===== src/rtl/aes_pkg.sv =====
// Shared constants and FSM encoding for the AES round scheduler.
// A 128-bit block is held column-major: byte i = block[127-8*i -: 8],
// row = i % NB, column = i / NB.
package aes_pkg;

    localparam int NB      = 4;
    localparam int WORD    = 8;
    localparam int BLOCK_W = NB * NB * WORD;
    localparam int NR      = 10;

    // Scheduler states: accept, hand a round to the datapath, await it, present result
    typedef enum logic [1:0] {
        IDLE  = 2'd0,
        ISSUE = 2'd1,
        WAIT  = 2'd2,
        DONE  = 2'd3
    } aes_state_e;

endpackage


===== src/rtl/aes_round_sched.sv =====
// AES encryption round scheduler. Holds the running state, walks the round
// counter, fetches round keys from an external key store and hands each round
// to an external SubBytes/ShiftRows/MixColumns datapath. AddRoundKey is done
// here on the datapath result. A watchdog drops a block whose datapath never
// answers; any protocol breach latches a sticky error.
module aes_round_sched
    import aes_pkg::*;
#(
    parameter int NR      = aes_pkg::NR,
    parameter int TIMEOUT = 15,
    parameter int BLOCK_W = aes_pkg::BLOCK_W
) (
    input  logic               clk,
    input  logic               rst_n,
    input  logic               i_valid,
    output logic               o_ready,
    input  logic [BLOCK_W-1:0] i_block,
    output logic [3:0]         o_rk_idx,
    input  logic [BLOCK_W-1:0] i_rk,
    output logic               o_dp_valid,
    output logic [BLOCK_W-1:0] o_dp_block,
    output logic               o_dp_last,
    input  logic               i_dp_valid,
    input  logic [BLOCK_W-1:0] i_dp_block,
    output logic               o_valid,
    input  logic               i_ready,
    output logic [BLOCK_W-1:0] o_block,
    output logic               o_err
);

    localparam int                WDOG_W    = $clog2(TIMEOUT + 1);
    localparam logic [3:0]        NR_L      = 4'(NR);
    localparam logic [WDOG_W-1:0] TIMEOUT_L = WDOG_W'(TIMEOUT);
    localparam logic [WDOG_W-1:0] WDOG_ONE  = {{(WDOG_W-1){1'b0}}, 1'b1};

    aes_state_e          state_r;
    aes_state_e          state_s;
    logic [BLOCK_W-1:0]  data_r;
    logic [3:0]          round_r;
    logic [WDOG_W-1:0]   wdog_r;
    logic                err_r;

    logic [WDOG_W-1:0]   wdog_inc_s;
    logic                last_round_s;
    logic                timeout_s;

    // The watchdog trips on the WAIT cycle that would bring the count to
    // TIMEOUT, so at most TIMEOUT silent WAIT cycles are tolerated per round.
    assign wdog_inc_s   = wdog_r + WDOG_ONE;
    assign timeout_s    = (wdog_inc_s == TIMEOUT_L);
    assign last_round_s = (round_r == NR_L);

    // FSM state register
    always_ff @(posedge clk or negedge rst_n) begin
        if (!rst_n) begin
            state_r <= IDLE;
        end else begin
            state_r <= state_s;
        end
    end

    // FSM next-state decode
    always_comb begin
        state_s = state_r;
        case (state_r)
            IDLE: begin
                if (i_valid) begin
                    state_s = ISSUE;
                end else begin
                    state_s = IDLE;
                end
            end
            ISSUE: begin
                state_s = WAIT;
            end
            WAIT: begin
                if (i_dp_valid) begin
                    if (last_round_s) begin
                        state_s = DONE;
                    end else begin
                        state_s = ISSUE;
                    end
                end else if (timeout_s) begin
                    state_s = IDLE;
                end else begin
                    state_s = WAIT;
                end
            end
            DONE: begin
                if (i_ready) begin
                    state_s = IDLE;
                end else begin
                    state_s = DONE;
                end
            end
            default: begin
                state_s = IDLE;
            end
        endcase
    end

    // Running state, round counter and watchdog; data only moves in IDLE and WAIT
    always_ff @(posedge clk or negedge rst_n) begin
        if (!rst_n) begin
            data_r  <= '0;
            round_r <= 4'd0;
            wdog_r  <= '0;
        end else begin
            case (state_r)
                IDLE: begin
                    if (i_valid) begin
                        data_r  <= i_block ^ i_rk;
                        round_r <= 4'd1;
                        wdog_r  <= '0;
                    end
                end
                WAIT: begin
                    if (i_dp_valid) begin
                        data_r <= i_dp_block ^ i_rk;
                        wdog_r <= '0;
                        if (!last_round_s) begin
                            round_r <= round_r + 4'd1;
                        end
                    end else begin
                        wdog_r <= wdog_inc_s;
                    end
                end
                default: begin
                    data_r <= data_r;
                end
            endcase
        end
    end

    // Sticky error: datapath answer outside WAIT, or watchdog expiry
    always_ff @(posedge clk or negedge rst_n) begin
        if (!rst_n) begin
            err_r <= 1'b0;
        end else if ((state_r != WAIT) && i_dp_valid) begin
            err_r <= 1'b1;
        end else if ((state_r == WAIT) && !i_dp_valid && timeout_s) begin
            err_r <= 1'b1;
        end
    end

    // Output decode from the FSM state
    always_comb begin
        o_ready    = 1'b0;
        o_dp_valid = 1'b0;
        o_dp_last  = 1'b0;
        o_valid    = 1'b0;
        o_rk_idx   = 4'd0;
        o_block    = '0;
        case (state_r)
            IDLE: begin
                o_ready = 1'b1;
            end
            ISSUE: begin
                o_dp_valid = 1'b1;
                o_dp_last  = last_round_s;
                o_rk_idx   = round_r;
            end
            WAIT: begin
                o_rk_idx = round_r;
            end
            DONE: begin
                o_valid = 1'b1;
                o_block = data_r;
            end
            default: begin
                o_ready = 1'b0;
            end
        endcase
    end

    assign o_dp_block = data_r;
    assign o_err      = err_r;

endmodule

===== config.mk =====
export PLATFORM = sky130hd
export DESIGN_NAME = aes_round_sched
export DESIGN_NICKNAME = d
export VERILOG_FILES = /design/src/rtl/aes_pkg.sv /design/src/rtl/aes_round_sched.sv
export SDC_FILE = /design/constraint.sdc
export NUM_CORES = 1
export LEC_CHECK = 0
export ABC_AREA = 1
export CORE_AREA = 2 2 257 259
export CTS_BUF_LIST = sky130_fd_sc_hd__clkbuf_16
export CTS_CLUSTER_DIAMETER = 30
export CTS_CLUSTER_SIZE = 10
export DETAILED_ROUTE_END_ITERATION = 10
export DIE_AREA = 0 0 259 261
export MAX_ROUTING_LAYER = met4
export PLACE_DENSITY = 0.5
export SLEW_MARGIN = 15
export SYNTH_ARGS = -nofsm -noshare
export SYNTH_HDL_FRONTEND = slang
export SYNTH_SLANG_ARGS = --single-unit

===== constraint.sdc =====
create_clock -name clk -period 3.82 [get_ports clk]
set_input_delay 0.382 -clock clk [delete_from_list [all_inputs] [get_ports clk]]
set_output_delay 0.382 -clock clk [all_outputs]
set_load 0.02 [all_outputs]

==> results.json <==
{
  "synth.area.mux_share": 0,
  "mappedNetlistNets": 1717,
  "yosys_warnings": 0,
  "clk_path_buf_depth": 2,
  "proportion_of_register_bits_with_asynchronous_set_or_reset_after_synthesis": 1.00,
  "hpwlAfterDp_um": 34500,
  "worst-slew-pin-transition_ns": 0.904,
  "timing.critical_path.to_type": "primary output",
  "clock_tree_from_tritoncts": "built",
  "synth_simple_gate_area_share": 0.289,
  "cell_with_the_most_instances_after_synthesis": "sky130_fd_sc_hd__nand2_1",
  "yosys-top-cells-area": "sky130_fd_sc_hd__dfrtp_1 (39%), sky130_fd_sc_hd__nand2_1 (28%), sky130_fd_sc_hd__xnor2_1 (13%)",
  "post_route_cells_drive_above_1_share": 0.0272,
  "globalRoute.totalOverflow": 0,
  "clk_latency_ns": 0.46,
  "grt_max_degree": 135,
  "post-route-period-util": 0.724,
  "timing.fmax_ghz": 0.362,
  "synth.lib_cells_used.distinct": 22,
  "clock_tree.root_cell": "sky130_fd_sc_hd__clkbuf_16",
  "outcome": "finished clean",
  "critical-path-max-stage-delay_ns": 0.60,
  "postRouteWirelength_um": 42700,
  "worstPathCellList": "ha_4, buf_12, nand2_1, inv_1, clkdlybuf4s50_1",
  "die_height_um": 261,
  "route.antenna.remaining_nets": 0,
  "final-max-slew-violation-count": 0,
  "coreArea_mm2": 0.0650,
  "detail_route.vias_per_cell": 3.65,
  "worst_slack_ns": 1.06,
  "routabilityCongestion": 0.894,
  "layout.filler_cells": 7106,
  "cts_inserted_buffers": 17,
  "adder_cell_fraction_of_synth_area": 0.0112,
  "core_rows": 94,
  "synth_top_family_by_area": "simple AND/OR/NAND/NOR gates",
  "drt_iter0_markers": 572,
  "worst_path_cell_with_the_longest_stage_delay": "sky130_fd_sc_hd__clkdlybuf4s50_1",
  "worstPathArrival_ns": 2.38,
  "synth_sequential_area_ratio": 0.390,
  "h-tree-depth": 4,
  "finish.instance_area_mm2": 0.0170,
  "wl_per_cell_um": 15.2,
  "max-slew-margin-rel": 0.398,
  "remaining_drc_errors": 0,
  "post_syn_area_per_cell_um2": 6.75,
  "dominantRegCellSynth": "sky130_fd_sc_hd__dfrtp_1",
  "floorplan.io_pins": 654,
  "worst-setup-path-type": "flop to primary output",
  "first_global_vias": 10186,
  "grt_first_pass_wirelength_um": 61700,
  "final-hold-violation-count": 0,
  "setup-violations-final": 0,
  "finalNetCount": 2336,
  "start_util": 0.137,
  "number_of_antenna_violations_at_the_first_check_in_global_routing": 0,
  "unrepaired_setup_endpoints_after_global_routing": "no",
  "worstPathMaxFanout": 74,
  "post_synthesis_instance_total": 1320,
  "p_leak_nw": 8.02,
  "finClkSkew_ns": 0.0105,
  "number_of_cells_in_the_design_after_placement": 2783,
  "final-seq-area_mm2": 0.00348,
  "multi_input_area_mm2": 0.00454,
  "die-width_um": 259,
  "final_cells": 2817,
  "hp-class": "input port to async pin",
  "worst_path_clk_slew_ns": 0.07,
  "vias_post_dr": 10278,
  "cts_num_sinks": 139,
  "place.port_buffers": 653,
  "postCtsHoldBufs": 1,
  "total_power_divided_by_cell_area_mw_per_mm2": 746,
  "max-vdd-ir-drop_v": 0.000408,
  "totalNegativeSetupSlack_ns": 0,
  "timing.final.crit_period_ns": 2.76,
  "synth_enable_flop_cells": 0,
  "die-area_mm2": 0.0676,
  "post_synth_xor_area_fraction": 0.128,
  "cts_repair_resize_count": 0,
  "area_growth_pct": 90.9,
  "synth.cell_area_mm2": 0.00892,
  "ys_ff_latch": 139,
  "cts.repair_timing.setup_buffer_count": 0,
  "place_area_mm2": 0.0164,
  "first_pass_iters": 5,
  "cp.required_ns": 3.44,
  "synth_compound_gate_area_share": 0.0794,
  "synth_largest_area_cell": "sky130_fd_sc_hd__dfrtp_1",
  "place_worst_setup_slack_ns": 1.39,
  "track_usage": 0.125,
  "setup.worst_path.start_class": "flop",
  "post-synth-top-area-fraction": 0.390,
  "hold_slack_ns": 0.417,
  "synth.cells.most_frequent": "sky130_fd_sc_hd__nand2_1 (669), sky130_fd_sc_hd__inv_1 (147), sky130_fd_sc_hd__dfrtp_1 (139)",
  "maxCapViolCount": 0
}
[critical path, delay by kind of cell, from the launching register on]
kind,cells,cell delay (ns)
buffers and inverters,3,0.94
flip-flops,1,0.48
adder cells (fa/ha/maj),1,0.21
AND/OR/NAND/NOR,1,0.15
[flip-flops by register name, summed over array words and instances, names as in the netlist]
name and flops:
o_dp_block 128, round_r 4, o_err 1, wdog_r 4
state_r 2
[kinds of logic (layout without fill, tap and decap cells)]
logic type,Yosys count,count (layout)
fa+ha+maj,8,8
xor+xnor,130,130
buf+inv,220,851
compound gates,140,140
other cells,0,2
simple gates,683,683
flops,139,139
[per-layer routing]
| layer | GRT usage | share of wire |
|---|---|---|
| met1 | 0.143 | 0.41 |
| met2 | 0.219 | 0.52 |
| met3 | 0.0266 | 0.053 |
| met4 | 0.0373 | 0.017 |
| met5 | - | 0 |
[worst paths after layout]
kind / from / end / slack, ns / depth (start not counted)
setup / recovery: state_r[1] / o_block[53] / 1.06 / 5
hold / removal: rst_n / o_dp_block[103] / 0.42 / 2
setup reg to reg: state_r[1] / o_dp_block[36] / 1.45 / 8
hold reg to reg: o_dp_block[89] / o_dp_block[89] / 0.52 / 2
max in group asynchronous: rst_n / o_dp_block[67] / 2.56 / 3
min in group clk: o_dp_block[89] / o_dp_block[89] / 0.52 / 2
[cells in the final DEF, fill, tap and decap left out, types with 4 or more instances in the layout]
master / Yosys / routed
sky130_fd_sc_hd__nand2_1: 669 / 669
sky130_fd_sc_hd__clkdlybuf4s50_1: 0 / 652
sky130_fd_sc_hd__inv_1: 147 / 147
sky130_fd_sc_hd__dfrtp_1: 139 / 139
sky130_fd_sc_hd__xnor2_1: 128 / 128
sky130_fd_sc_hd__o21ai_0: 93 / 93
sky130_fd_sc_hd__o21ai_1: 40 / 40
sky130_fd_sc_hd__clkbuf_16: 0 / 17
sky130_fd_sc_hd__buf_4: 0 / 11
sky130_fd_sc_hd__nor2_1: 10 / 10
sky130_fd_sc_hd__ha_1: 8 / 6
sky130_fd_sc_hd__buf_12: 0 / 6
sky130_fd_sc_hd__clkinv_4: 0 / 4
sky130_fd_sc_hd__clkinvlp_4: 0 / 4
[stage by stage]
step	total power, mW	utilization
final	12.7	0.262
after global routing	13.7	0.262
after CTS	12.9	0.262
after detailed placement	11.1	0.252
after global placement	11.0	0.252
after floorplan	7.29	-
[layout make-up]
type / instances / share of cell area
inverter: 149 / 0.0333
timing repair buffer: 671 / 0.397
tap: 864 / 0.0635
sequential: 139 / 0.204
clock buffer: 17 / 0.0250
antenna: 2 / 0.000294
clock inverter: 14 / 0.0101
multi-input combinational: 961 / 0.267
[where the power goes]
group	total, mW	internal [mW]	switching [mW]
Clock	1.74	1.02	0.717
Combinational	8.00	3.44	4.56
Sequential	2.97	2.21	0.753
Total	12.7	6.68	6.03
Note: power is estimated with default switching activity, not from simulation.
